$ cat src/rtl/fmap_stream_pkg.sv
// Shared types and sizing helpers for the feature-map stream transmitter.
package fmap_stream_pkg;

  // Frame sequencer states
  typedef enum logic [2:0] {
    ST_IDLE  = 3'd0,
    ST_VSYNC = 3'd1,
    ST_HSYNC = 3'd2,
    ST_HWAIT = 3'd3,
    ST_DATA  = 3'd4,
    ST_PAD   = 3'd5,
    ST_DRAIN = 3'd6
  } state_t;

  // Stream flags carried through the read-latency alignment pipeline
  typedef struct packed {
    logic vsync;
    logic hsync;
    logic valid;
  } flags_t;

  // Counter width for a counter that must hold 0..n-1 (never narrower than 1 bit)
  function automatic int cnt_w(input int n);
    return (n <= 1) ? 1 : $clog2(n);
  endfunction

  function automatic int max3(input int a, input int b, input int c);
    int m;
    m = (a > b) ? a : b;
    return (m > c) ? m : c;
  endfunction

  // The wait counter also times the 2-cycle drain, so it always holds at least 0..1
  function automatic int wait_w(input int vslen, input int hswait, input int padwait);
    return cnt_w(max3(vslen, hswait, padwait) + 1);
  endfunction

  // Cycles from start accept to the o_done pulse
  function automatic int frame_len(input int vslen, input int size, input int hswait,
                                   input int channel, input int padwait);
    return vslen + size * (1 + hswait + size * channel + padwait) + 2;
  endfunction

  localparam int DEF_WIDTH   = 27;
  localparam int DEF_SIZE    = 56;
  localparam int DEF_CHANNEL = 64;
  localparam int DEF_PADWAIT = 21;
  localparam int DEF_HSWAIT  = 2;
  localparam int DEF_VSLEN   = 4;
  localparam int DEF_ADDR_W  = 18;

  localparam int DEF_BEAT_W    = cnt_w(DEF_SIZE * DEF_CHANNEL);
  localparam int DEF_ROW_W     = cnt_w(DEF_SIZE);
  localparam int DEF_WAIT_W    = wait_w(DEF_VSLEN, DEF_HSWAIT, DEF_PADWAIT);
  localparam int DEF_FRAME_LEN = frame_len(DEF_VSLEN, DEF_SIZE, DEF_HSWAIT,
                                           DEF_CHANNEL, DEF_PADWAIT);

endpackage

$ cat src/rtl/stream_align_dly.sv
// Two-stage delay of the stream flags, matching the buffer read latency plus
// the output register. Stage 1 is exposed so the top can mask arriving data.
module stream_align_dly
  import fmap_stream_pkg::*;
(
  input  logic   clk,
  input  logic   rst_n,
  input  flags_t d,
  output flags_t q_p1,
  output flags_t q_p2
);

  flags_t flags_p1;
  flags_t flags_p2;

  // Shift flags through both stages; async clear drops the stream at once
  always_ff @(posedge clk or negedge rst_n) begin
    if (!rst_n) begin
      flags_p1 <= '0;
      flags_p2 <= '0;
    end else begin
      flags_p1 <= d;
      flags_p2 <= flags_p1;
    end
  end

  assign q_p1 = flags_p1;
  assign q_p2 = flags_p2;

endmodule

$ cat src/rtl/fmap_stream_tx.sv
// Feature-map stream transmitter: walks a SIZE x SIZE x CHANNEL map out of a
// linear buffer (1-cycle read latency) and emits vsync/hsync/valid/tdata with
// the idle gaps the downstream padding pipelines rely on.
module fmap_stream_tx
  import fmap_stream_pkg::*;
#(
  parameter int WIDTH   = DEF_WIDTH,
  parameter int SIZE    = DEF_SIZE,
  parameter int CHANNEL = DEF_CHANNEL,
  parameter int PADWAIT = DEF_PADWAIT,
  parameter int HSWAIT  = DEF_HSWAIT,
  parameter int VSLEN   = DEF_VSLEN,
  parameter int ADDR_W  = DEF_ADDR_W
) (
  input  logic              i_sclk,
  input  logic              i_rst_n,
  input  logic              i_start,
  input  logic [ADDR_W-1:0] i_base_addr,
  output logic              o_rden,
  output logic [ADDR_W-1:0] o_rdaddr,
  input  logic [WIDTH-1:0]  i_rddata,
  output logic              o_vsync,
  output logic              o_hsync,
  output logic              o_valid,
  output logic [WIDTH-1:0]  o_tdata,
  output logic              o_busy,
  output logic              o_done
);

  localparam int BEAT_W = cnt_w(SIZE * CHANNEL);
  localparam int ROW_W  = cnt_w(SIZE);
  localparam int WAIT_W = wait_w(VSLEN, HSWAIT, PADWAIT);

  // Terminal counts; the HSWAIT/PADWAIT ones are unused when that wait is zero
  localparam logic [BEAT_W-1:0] BEAT_LAST  = BEAT_W'(SIZE * CHANNEL - 1);
  localparam logic [ROW_W-1:0]  ROW_LAST   = ROW_W'(SIZE - 1);
  localparam logic [WAIT_W-1:0] VS_LAST    = WAIT_W'(VSLEN - 1);
  localparam logic [WAIT_W-1:0] HS_LAST    = WAIT_W'(HSWAIT - 1);
  localparam logic [WAIT_W-1:0] PAD_LAST   = WAIT_W'(PADWAIT - 1);
  localparam logic [WAIT_W-1:0] DRAIN_LAST = WAIT_W'(1);

  state_t              state;
  state_t              state_nxt;
  logic                done;
  logic [BEAT_W-1:0]   beat_cnt;
  logic [ROW_W-1:0]    row_cnt;
  logic [WAIT_W-1:0]   wait_cnt;
  logic [ADDR_W-1:0]   addr;
  logic                row_last;

  flags_t              flags_p0;
  flags_t              flags_p1;
  flags_t              flags_p2;
  logic [WIDTH-1:0]    tdata_p2;

  assign row_last = (row_cnt == ROW_LAST);

  // State register
  always_ff @(posedge i_sclk or negedge i_rst_n) begin
    if (!i_rst_n) begin
      state <= ST_IDLE;
    end else begin
      state <= state_nxt;
    end
  end

  // Next-state decode; o_done is raised on the final drain cycle
  always_comb begin
    state_nxt = state;
    done      = 1'b0;
    unique case (state)
      ST_IDLE: begin
        if (i_start) begin
          state_nxt = ST_VSYNC;
        end
      end
      ST_VSYNC: begin
        if (wait_cnt == VS_LAST) begin
          state_nxt = ST_HSYNC;
        end
      end
      ST_HSYNC: begin
        state_nxt = (HSWAIT == 0) ? ST_DATA : ST_HWAIT;
      end
      ST_HWAIT: begin
        if (wait_cnt == HS_LAST) begin
          state_nxt = ST_DATA;
        end
      end
      ST_DATA: begin
        if (beat_cnt == BEAT_LAST) begin
          if (PADWAIT != 0) begin
            state_nxt = ST_PAD;
          end else begin
            state_nxt = row_last ? ST_DRAIN : ST_HSYNC;
          end
        end
      end
      ST_PAD: begin
        if (wait_cnt == PAD_LAST) begin
          state_nxt = row_last ? ST_DRAIN : ST_HSYNC;
        end
      end
      ST_DRAIN: begin
        if (wait_cnt == DRAIN_LAST) begin
          state_nxt = ST_IDLE;
          done      = 1'b1;
        end
      end
      default: begin
        state_nxt = ST_IDLE;
      end
    endcase
  end

  // Wait, beat and row counters plus the buffer address counter
  always_ff @(posedge i_sclk or negedge i_rst_n) begin
    if (!i_rst_n) begin
      wait_cnt <= '0;
      beat_cnt <= '0;
      row_cnt  <= '0;
      addr     <= '0;
    end else begin
      // wait counter restarts on every state change so each timed state counts from 0
      if (state_nxt != state) begin
        wait_cnt <= '0;
      end else if (state != ST_IDLE && state != ST_DATA) begin
        wait_cnt <= wait_cnt + 1'b1;
      end

      if (state == ST_DATA && state_nxt == ST_DATA) begin
        beat_cnt <= beat_cnt + 1'b1;
      end else begin
        beat_cnt <= '0;
      end

      // a row completes whenever HSYNC is re-entered from anything but VSYNC
      if (state == ST_IDLE) begin
        row_cnt <= '0;
      end else if (state_nxt == ST_HSYNC && state != ST_VSYNC) begin
        row_cnt <= row_cnt + 1'b1;
      end

      // address wraps modulo 2^ADDR_W by construction
      if (state == ST_IDLE && i_start) begin
        addr <= i_base_addr;
      end else if (state == ST_DATA) begin
        addr <= addr + 1'b1;
      end
    end
  end

  assign o_rden   = (state == ST_DATA);
  assign o_rdaddr = addr;
  assign o_busy   = (state != ST_IDLE);
  assign o_done   = done;

  // p0: flags decoded from the FSM, issued alongside the buffer read
  assign flags_p0.vsync = (state == ST_VSYNC);
  assign flags_p0.hsync = (state == ST_HSYNC);
  assign flags_p0.valid = (state == ST_DATA);

  stream_align_dly u_align (
    .clk   (i_sclk),
    .rst_n (i_rst_n),
    .d     (flags_p0),
    .q_p1  (flags_p1),
    .q_p2  (flags_p2)
  );

  // p2: read data arrives with the p1 flags; zero it outside valid beats
  always_ff @(posedge i_sclk or negedge i_rst_n) begin
    if (!i_rst_n) begin
      tdata_p2 <= '0;
    end else begin
      tdata_p2 <= flags_p1.valid ? i_rddata : '0;
    end
  end

  assign o_vsync = flags_p2.vsync;
  assign o_hsync = flags_p2.hsync;
  assign o_valid = flags_p2.valid;
  assign o_tdata = tdata_p2;

endmodule

$ cat config.mk
export PLATFORM = sky130hd
export DESIGN_NAME = fmap_stream_tx
export DESIGN_NICKNAME = d
export VERILOG_FILES = /design/src/rtl/fmap_stream_pkg.sv /design/src/rtl/stream_align_dly.sv /design/src/rtl/fmap_stream_tx.sv
export SDC_FILE = /design/constraint.sdc
export NUM_CORES = 1
export LEC_CHECK = 0
export ABC_AREA = 1
export ABC_CLOCK_PERIOD_IN_PS = 1900
export BUFFER_PORTS_ARGS = -buffer_cell sky130_fd_sc_hd__buf_2
export CORE_MARGIN = 4
export CORE_UTILIZATION = 45
export DETAILED_ROUTE_END_ITERATION = 7
export PLACE_DENSITY = 0.77
export RECOVER_POWER = 25
export SYNTH_ARGS = -nofsm -noshare
export SYNTH_HDL_FRONTEND = slang
export SYNTH_SLANG_ARGS = --single-unit
export TNS_END_PERCENT = 100
$ cat constraint.sdc
create_clock -name i_sclk -period 1.9 [get_ports i_sclk]
set_input_delay 0.19 -clock i_sclk [delete_from_list [all_inputs] [get_ports i_sclk]]
set_output_delay 0.19 -clock i_sclk [all_outputs]
set_load 0.03 [all_outputs]
==> results of run 1 <==
-- registers in the layout (all words and copies together) (netlist names) --
register / count
u_align.q_p1: 3
u_align.q_p2: 3
state: 3
wait_cnt: 5
o_tdata: 27
o_rdaddr: 18
beat_cnt: 12
row_cnt: 6
-- logic make-up (layout without fill, tap and decap cells) --
logic type,count (synthesis),count (layout),share of synthesized area [%]
flops,77,77,49.9
buf+inv,86,202,9.07
xor+xnor,15,15,3.40
fa+ha+maj,6,6,1.94
compound gates,36,36,5.44
mux,1,1,0.259
simple gates,256,256,30.0
-- cells in the mapped netlist (2+ instances only) --
cell / n
nor3_1: 12
nor2_1: 62
nand3b_1: 2
o211ai_1: 2
nand2_1: 130
buf_6: 2
inv_4: 2
nand4_1: 10
nand3_2: 3
nand2_4: 2
o21ai_1: 3
o21ai_0: 17
inv_2: 3
xor2_1: 10
inv_1: 72
dfrtp_1: 77
nand3_1: 25
nor3_2: 2
nor2_8: 2
o22ai_1: 5
a21oi_1: 3
clkbuf_1: 4
xnor2_1: 5
nand2_2: 2
ha_1: 6
-- metal layers --
| metal | global-route usage (%) | wire (microns) | up-vias |
|---|---|---|---|
| met5 | 0 | 0 | - |
| met4 | 7.15 | 192 | 0 |
| met3 | 3.67 | 431 | 17 |
| met2 | 31.1 | 4410 | 84 |
| met1 | 23.1 | 3700 | 1553 |
| li1 | - | - | 1708 |
-- power groups by stage --
stage	sequential, W	clock, W	combinational, W
floorplan	0.00177	0	0.0000209
global placement	0.00170	0	0.000203
detailed placement	0.00171	0	0.000206
CTS	0.00167	0.00145	0.000210
global route	0.00168	0.00152	0.000225
finish	0.00167	0.00141	0.000204
-- layout make-up --
cell class | count | area (sq um) | share of cell area (%)
clock buffers | 10 | 138 | 2.87
clock inverters | 6 | 92.6 | 1.93
inverters | 78 | 303 | 6.32
multi-input cells | 314 | 1620 | 33.7
flip-flops and latches | 77 | 1930 | 40.2
well taps | 105 | 131 | 2.74
repair buffers | 108 | 586 | 12.2
-- metrics by stage --
stage	setup slack (ns)	total power, W	area (sq um)	hold WS [ns]	setup TNS (ns)
after floorplan	0.209	0.00179	3860	-0.106	0
after global placement	0.202	0.00191	4510	0.160	0
after detailed placement	0.0635	0.00191	4510	0.172	0
after CTS	0.0522	0.00333	4760	0.00253	0
after global routing	-0.00960	0.00342	4790	0.0150	-0.00960
final	0.131	0.00329	4790	0.0159	0
-- worst max path at each step --
stage	from	to	slack [ns]	depth (start not counted)
floorplan	o_rdaddr[0]$_DFFE_PN0P_	o_rdaddr[12]$_DFFE_PN0P_	0.21	8
global placement	wait_cnt[1]$_DFFE_PN0P_	beat_cnt[2]$_DFF_PN0_	0.20	8
detailed placement	wait_cnt[1]$_DFFE_PN0P_	beat_cnt[2]$_DFF_PN0_	0.06	8
CTS	state[0]$_DFF_PN0_	o_rden	0.05	5
global route	beat_cnt[0]$_DFF_PN0_	wait_cnt[1]$_DFFE_PN0P_	-0.01	10
finish	wait_cnt[1]$_DFFE_PN0P_	o_done	0.13	7
-- repair_timing --
item                                    CTS  global route
endpoints found under the setup margin    0            23
buffers inserted                          0             1
hold endpoints to repair                 34             0
hold buffers                              2             0
gates resized for setup                   0            11
-- worst min-delay path, stage by stage --
cell	delay, ns
buf_2	0.07
nand2_1	0.04
inv_1	0.04
==> metrics.md, run 1 <==
| Metric | Value |
|---|---|
| Worst-Margin Slew | about 0.87 ns |
| Synth top area share | about 50% |
| Lkg Pwr | roughly 2.6 nW |
| Commonest non-fill, non-tap cell in the layout | nand2_1 |
| Sw Ratio | approximately a quarter |
| Worst Setup End Kind | output port |
| Sequential area share after synthesis | about half |
| HP Start | i_rddata[6] |
| Delay-heaviest family, CP | flip-flops |
| Largest net degree at the start of global routing | 36 |
| Reg clk slew, reported paths | 0.08 ns |
| Combinational power share | roughly 6.2% |
| Number of library cell types mapped by synthesis | 39 |
| Status | complete, no violations |
| Final core utilization | 57.8% |
| CTS root buf | clkbuf_8 |
| Origin of the critical flop-to-flop path | wait_cnt[1]$_DFFE_PN0P_ |
| DR pass1 iterations | 4 |
| Mapped Area | 3860 sq um |
| Post-synth ARST share | 100% |
| Initial antenna violation count | 0 |
| Clock Skew | 0.0110 ns |
| R2R Path End | row_cnt[5]$_DFFE_PN0P_ |
| Routed length per instance | approximately 13 microns |
| EDFF count, synth | 0 |
| Die Wd | 101 microns |
| Slowest cell delay on critical path | 0.40 ns |
| HP Class | in -> reg |
| Worst path required time | 1.71 ns |
| Clk sink count | 77 |
| NetSw | around 0.00077 W |
| Post-synth top flop | dfrtp_1 |
| Final net count | about 640 |
| CP startpoint kind | flip-flop |
| Crit Path Class | reg -> out |
| Max Freq | between 500 and 600 MHz |
| R2r setup slk | approximately 0.22 ns |
| ANT nets after route | 0 |
| Syn nets | around 530 |
| Detailed Place HPWL | roughly 6500 microns |
| Skew-Pair Late Insertion Delay | between 0.3 and 0.4 ns |
| Grt total ovfl | 0 |
| Core outline area | between 8000 and 9000 sq um |
| CTS tree | done |
| Relative slew slack | about two fifths |
| Final period util | around 93% |
| Final Wtd Congestion | approximately 0.9 |
| Cell Chain, Critical Path | inv_1 -> ha_1 -> inv_1 -> nor2_2 -> nand2_2 -> nor2_1 -> buf_4 |
| Final wirelength | 8730 microns |
| Total I/O pin count | between 90 and 100 |
| Via count | ~3400 |
| Vias in the first global route | around 3200 |
| Flops & latches, synth | 77 |
| Final setup fails | 0 |
| H-Tree Depth | 3 |
| GR Util All Layers | 18.4% |
| Commonest non-fill, non-tap cells in the layout | nand2_1 (127), buf_2 (96), dfrtp_1 (77) |
| CTS Buffer Depth | 2 |
| Die Ht | slightly above 100 microns |
| Crit path max fanout | 4 |
| Initial Util | a little under half |
| Slowest cell on crit path | dfrtp_1 |
| Area of the die | 10100 sq um |
| Pwr/cell area | 686 nW/um^2 |
| Placed Cells | just under 700 |
| Clock share of power | a little over two fifths |
| Worst path arrival time | roughly 1.6 ns |
| Yosys top cell by area | dfrtp_1 |
| Hold EP | o_tdata[6]$_DFF_PN0_ |
| Worst Path Buf+Inv | 3 |
| TritonCTS buffer count | 9 |
| Fin. max-slew vios | 0 |
| FP Rows | 33 |
| IO buf count | 98 |
| Top cells by area, synth | dfrtp_1 (50%), nand2_1 (13%), inv_1 (7.0%) |
| Cells after synthesis | roughly 480 |
| Seq pwr share | between 50% and 60% |
| FF-to-FF path depth | 12 |
| Synth warn | 0 |
| Fraction of layout cells with a size suffix above 1 | 25.5% |
| Hold Path Stages | 3 |
| Vias per cell | between 4 and 5 |
| Max Cap Viol | 0 |
| Ant diodes | 0 |
| Remaining DRCs | 0 |
| Initial DRC Count | 180 |
| First-pass GRT wire length | 14800 microns |
| Most frequent cell on the critical path | inv_1 |
| Final hold viol count | 0 |
| Peak supply drop | approximately 0.47 mV |
| Fill cells | between 700 and 800 |
| Area growth from synthesis to layout | 24.1% |
| Avg Cell Area, Syn | roughly 8 sq um |
| Min Tclk post-route | ~1.8 ns |
| Finished Layout Cells | around 700 |
| Internal | roughly 0.0025 W |
Note: power is estimated with default switching activity, not from simulation.
==> run 2, diff against run 1 <==
--- a/config.mk
+++ b/config.mk
@@ -10,10 +10,13 @@
 export BUFFER_PORTS_ARGS = -buffer_cell sky130_fd_sc_hd__buf_2
 export CORE_MARGIN = 4
 export CORE_UTILIZATION = 45
+export CTS_CLUSTER_SIZE = 8
 export DETAILED_ROUTE_END_ITERATION = 7
+export GPL_ROUTABILITY_DRIVEN = 1
 export PLACE_DENSITY = 0.77
 export RECOVER_POWER = 25
 export SYNTH_ARGS = -nofsm -noshare
 export SYNTH_HDL_FRONTEND = slang
+export SYNTH_HIERARCHICAL = 1
 export SYNTH_SLANG_ARGS = --single-unit
 export TNS_END_PERCENT = 100
==> run 2 against run 1 <==
Compared with the run above: sequential power is essentially flat; wire length rose by 3.0%; worst setup slack got worse by 0.027 ns; die area down 2.1%; combinational power barely moved; non-clock buffer count decreased by 1; sequential cell count is the same; first-iteration DRC count increased by 6.7%; maximum frequency is 1.5% lower; total power decreased by 7.4%; cell count is 1.4% lower; count of clock-buffer cells in the layout rose by 2; highest routed layer unchanged.
==> metrics.md, run 2 <==
| Metric | Value |
|---|---|
| Status | complete, no violations |
| Post-synth top flop | dfrtp_1 |
| Via count | 3356 (-0.18%) |
| EDFF count, synth | 0 (unchanged) |
| Delay-heaviest family, CP | flip-flops |
| Initial Util | 46.2% (-0.35 points) |
| Flops & latches, synth | 77 (unchanged) |
| Relative slew slack | 28.4% (-13 points) |
| Max Cap Viol | 0 (unchanged) |
| R2R Path End | o_rdaddr[3]$_DFFE_PN0P_ |
| Clock share of power | 38.4% (-4.5 points) |
| Ant diodes | 0 (unchanged) |
| CTS root buf | clkbuf_8 |
| Combinational power share | 6.6% (+0.4 points) |
| Finished Layout Cells | 688 (-1.4%) |
| Detailed Place HPWL | 6820 microns (+4.2%) |
| Worst path arrival time | 1.61 ns (+0.03 ns) |
| Internal | 0.00229 W (-9.3%) |
| NetSw | 0.000757 W (-1.1%) |
| Largest net degree at the start of global routing | 44 (+22%) |
| Avg Cell Area, Syn | 8.05 sq um (-0.57%) |
| Vias per cell | 4.88 (+1.3%) |
| Synth Area in Adders | 1.99% (+0.044 points) |
| Largest family of logic cells by synthesized area | simple AND/OR/NAND/NOR gates |
| Crit path max fanout | 3 (-1) |
| Die Ht | 99.6 microns (-1.0%) |
| Hold EP | o_tdata[14]$_DFF_PN0_ |
| Worst Path Buf+Inv | 3 (unchanged) |
| FP Rows | 33 (unchanged) |
| Die Wd | 99.6 microns (-1.0%) |
| TritonCTS buffer count | 9 (unchanged) |
| Syn nets | 523 (-1.5%) |
| Slowest cell delay on critical path | 0.41 ns (about the same) |
| Peak supply drop | 0.317 mV (-32%) |
| Final core utilization | 56.9% (-0.88 points) |
| Seq pwr share | 54.9% (+4.0 points) |
| Synth top area share | 51.0% (+1.1 points) |
| First-pass GRT wire length | 14800 microns (+0.28%) |
| Area growth from synthesis to layout | 23.1% |
| HP Start | i_rddata[14] |
| Origin of the critical flop-to-flop path | state[1]$_DFF_PN0_ |
| Slowest cell on crit path | dfrtp_1 |
| Grt total ovfl | 0 (unchanged) |
| CTS Buffer Depth | 2 (unchanged) |
| Mapped Area | 3780 sq um (-2.2%) |
| Yosys top cell by area | dfrtp_1 |
| Placed Cells | 671 (-1.2%) |
| Sw Ratio | 24.9% (+1.6 points) |
| DR pass1 iterations | 5 (+1) |
| ANT nets after route | 0 (unchanged) |
| GR Util All Layers | 18.4% (about the same) |
| Remaining DRCs | 0 (unchanged) |
| Largest register FFs | 27 (unchanged) |
| Synth Area in XOR/XNOR | 3.48% (+0.078 points) |
| Worst path required time | 1.71 ns (about the same) |
| Routed length per instance | 13.1 microns (+4.5%) |
| Most numerous cell in the Yosys netlist | nand2_1 |
| Sequential area share after synthesis | 51.0% (+1.1 points) |
| IO buf count | 98 (unchanged) |
| Min Tclk post-route | 1.80 ns (+0.0269 ns) |
| Core outline area | 8180 sq um (-1.5%) |
| Mux contribution to synthesized area | 0.265% (+0.0059 points) |
| R2r setup slk | 0.15 ns (-0.07 ns) |
| Final worst slack | 0.105 ns (-0.0269 ns) |
| Synth Area in Compound Gates | 5.60% (+0.16 points) |
| Crit Path Class | reg -> out |
| Worst slack, placed | 0.174 ns (+0.110 ns) |
| Total Power | 0.00304 W (-7.4%) |
| Initial DRC Count | 192 (+6.7%) |
| Vias in the first global route | 3318 (+3.8%) |
| FF-to-FF path depth | 9 (-3) |
| Commonest cells in the netlist | nand2_1 (126), dfrtp_1 (77), inv_1 (69), nor2_1 (61), nand3_1 (27) |
| Lkg Pwr | 2.45 nW (-4.4%) |
| Skew-Pair Late Insertion Delay | 0.34 ns (-0.02 ns) |
| Area of the die | 9920 sq um (-2.1%) |
| Commonest non-fill, non-tap cell in the layout | nand2_1 |
| HP Class | in -> reg |
| Post-synth ARST share | 100% (unchanged) |
| Postcts setup bufs | 0 (unchanged) |
| Total I/O pin count | 99 (unchanged) |
| H-Tree Depth | 3 (unchanged) |
| Final hold viol count | 0 (unchanged) |
| Commonest non-fill, non-tap cells in the layout | nand2_1 (125), buf_2 (96), dfrtp_1 (76) |
| Worst-Margin Slew | 1.07 ns (+0.200 ns) |
| Final Wtd Congestion | 0.892 (-1.1%) |
| Cell Chain, Critical Path | inv_1 -> ha_1 -> inv_1 -> nor2_2 -> nand2_2 -> nor3_4 -> buf_4 |
| CP startpoint kind | flip-flop |
| Cells after synthesis | 469 (-1.7%) |
| Final period util | 94.5% (+1.4 points) |
| Setup tns final | 0 ns (unchanged) |
| Worst Setup End Kind | output port |
| Final net count | 632 (-1.6%) |
| Number of library cell types mapped by synthesis | 34 (-13%) |
| Reg clk slew, reported paths | 0.08 ns (about the same) |
| Simple-Gate Fraction of Synth Area | 28.7% (-1.3 points) |
| Initial antenna violation count | 0 (unchanged) |
| Clk sink count | 77 (unchanged) |
| CTS tree | done |
| Max Freq | 557 MHz (-1.5%) |
| Most frequent cell on the critical path | inv_1 |
| Final wirelength | 8990 microns (+3.0%) |
| Final setup fails | 0 (unchanged) |
| Fin. max-slew vios | 0 (unchanged) |
| Fraction of layout cells with a size suffix above 1 | 24.4% (-1.1 points) |
| Pwr/cell area | 654 nW/um^2 (-4.6%) |
| Synth warn | 6 (+6) |
| Clock Skew | 0.00922 ns (-0.00175 ns) |
| Top cells by area, synth | dfrtp_1 (51%), nand2_1 (13%), inv_1 (6.9%) |
| Hold Path Stages | 3 (unchanged) |
## run 2: cell families after synthesis
family | Yosys count
simple gates | 250
buf+inv | 83
flops | 77
compound gates | 37
xor+xnor | 15
fa+ha+maj | 6
mux | 1
## run 2: worst max-delay path by stage
stage	startpoint	endpoint	slack, ns	cells past startpoint
2_1_floorplan	o_rdaddr[0]$_DFFE_PN0P_	o_rdaddr[12]$_DFFE_PN0P_	0.21	8
3_5_place_dp	o_rdaddr[0]$_DFFE_PN0P_	o_rdaddr[12]$_DFFE_PN0P_	0.17	8
6_report	wait_cnt[1]$_DFFE_PN0P_	o_done	0.10	7
5_1_grt	wait_cnt[1]$_DFFE_PN0P_	o_done	-0.01	7
3_3_place_gp	o_rdaddr[0]$_DFFE_PN0P_	o_rdaddr[12]$_DFFE_PN0P_	0.19	8
4_1_cts	wait_cnt[1]$_DFFE_PN0P_	o_done	0.08	7
## run 2: worst reg2reg max path, delay by kind of cell, from the launching register on
family | cells | cell delay (ns)
AOI/OAI and AO/OA | 1 | 0.12
buffers and inverters | 4 | 0.58
DFF | 1 | 0.42
muxes | 1 | 0.16
and+or+nand+nor | 3 | 0.36
## run 2: power by group through the flow
stage | combinational [W] | clock (W) | sequential (W)
floorplan | 0.0000209 | 0 | 0.00177
global placement | 0.000203 | 0 | 0.00170
detailed placement | 0.000207 | 0 | 0.00171
CTS | 0.000209 | 0.00119 | 0.00167
global route | 0.000223 | 0.00125 | 0.00168
finish | 0.000202 | 0.00117 | 0.00167
## run 2: through the flow
stage	hold WS (ns)	area, sq um
finish	0.0262	4650
global placement	0.213	4420
detailed placement	0.220	4420
floorplan	-0.106	3780
global route	0.0205	4650
CTS	0.0193	4620
## run 2: metal layers
| layer | track usage [%] | vias to the layer above | wire length, microns |
|---|---|---|---|
| li1 | - | 1677 | - |
| met1 | 22.7 | 1581 | 3600 |
| met2 | 32.7 | 87 | 4790 |
| met3 | 3.44 | 11 | 509 |
| met4 | 5.25 | 0 | 93 |
| met5 | 0 | - | 0 |
## run 2: cell type report
type,instances,area (sq um)
clock buffers,12,155
clock inverters,4,32.5
fillers,724,3520
inverters,74,280
multi-input cells,309,1550
flip-flops and latches,77,1930
well taps,105,131
repair buffers,107,572
## run 2: timing repair
action	in CTS	in global routing
endpoints found under the hold margin	42	0
pin swaps	0	3
hold buffers	1	0
gates resized for setup	2	9
setup endpoints to repair	1	11
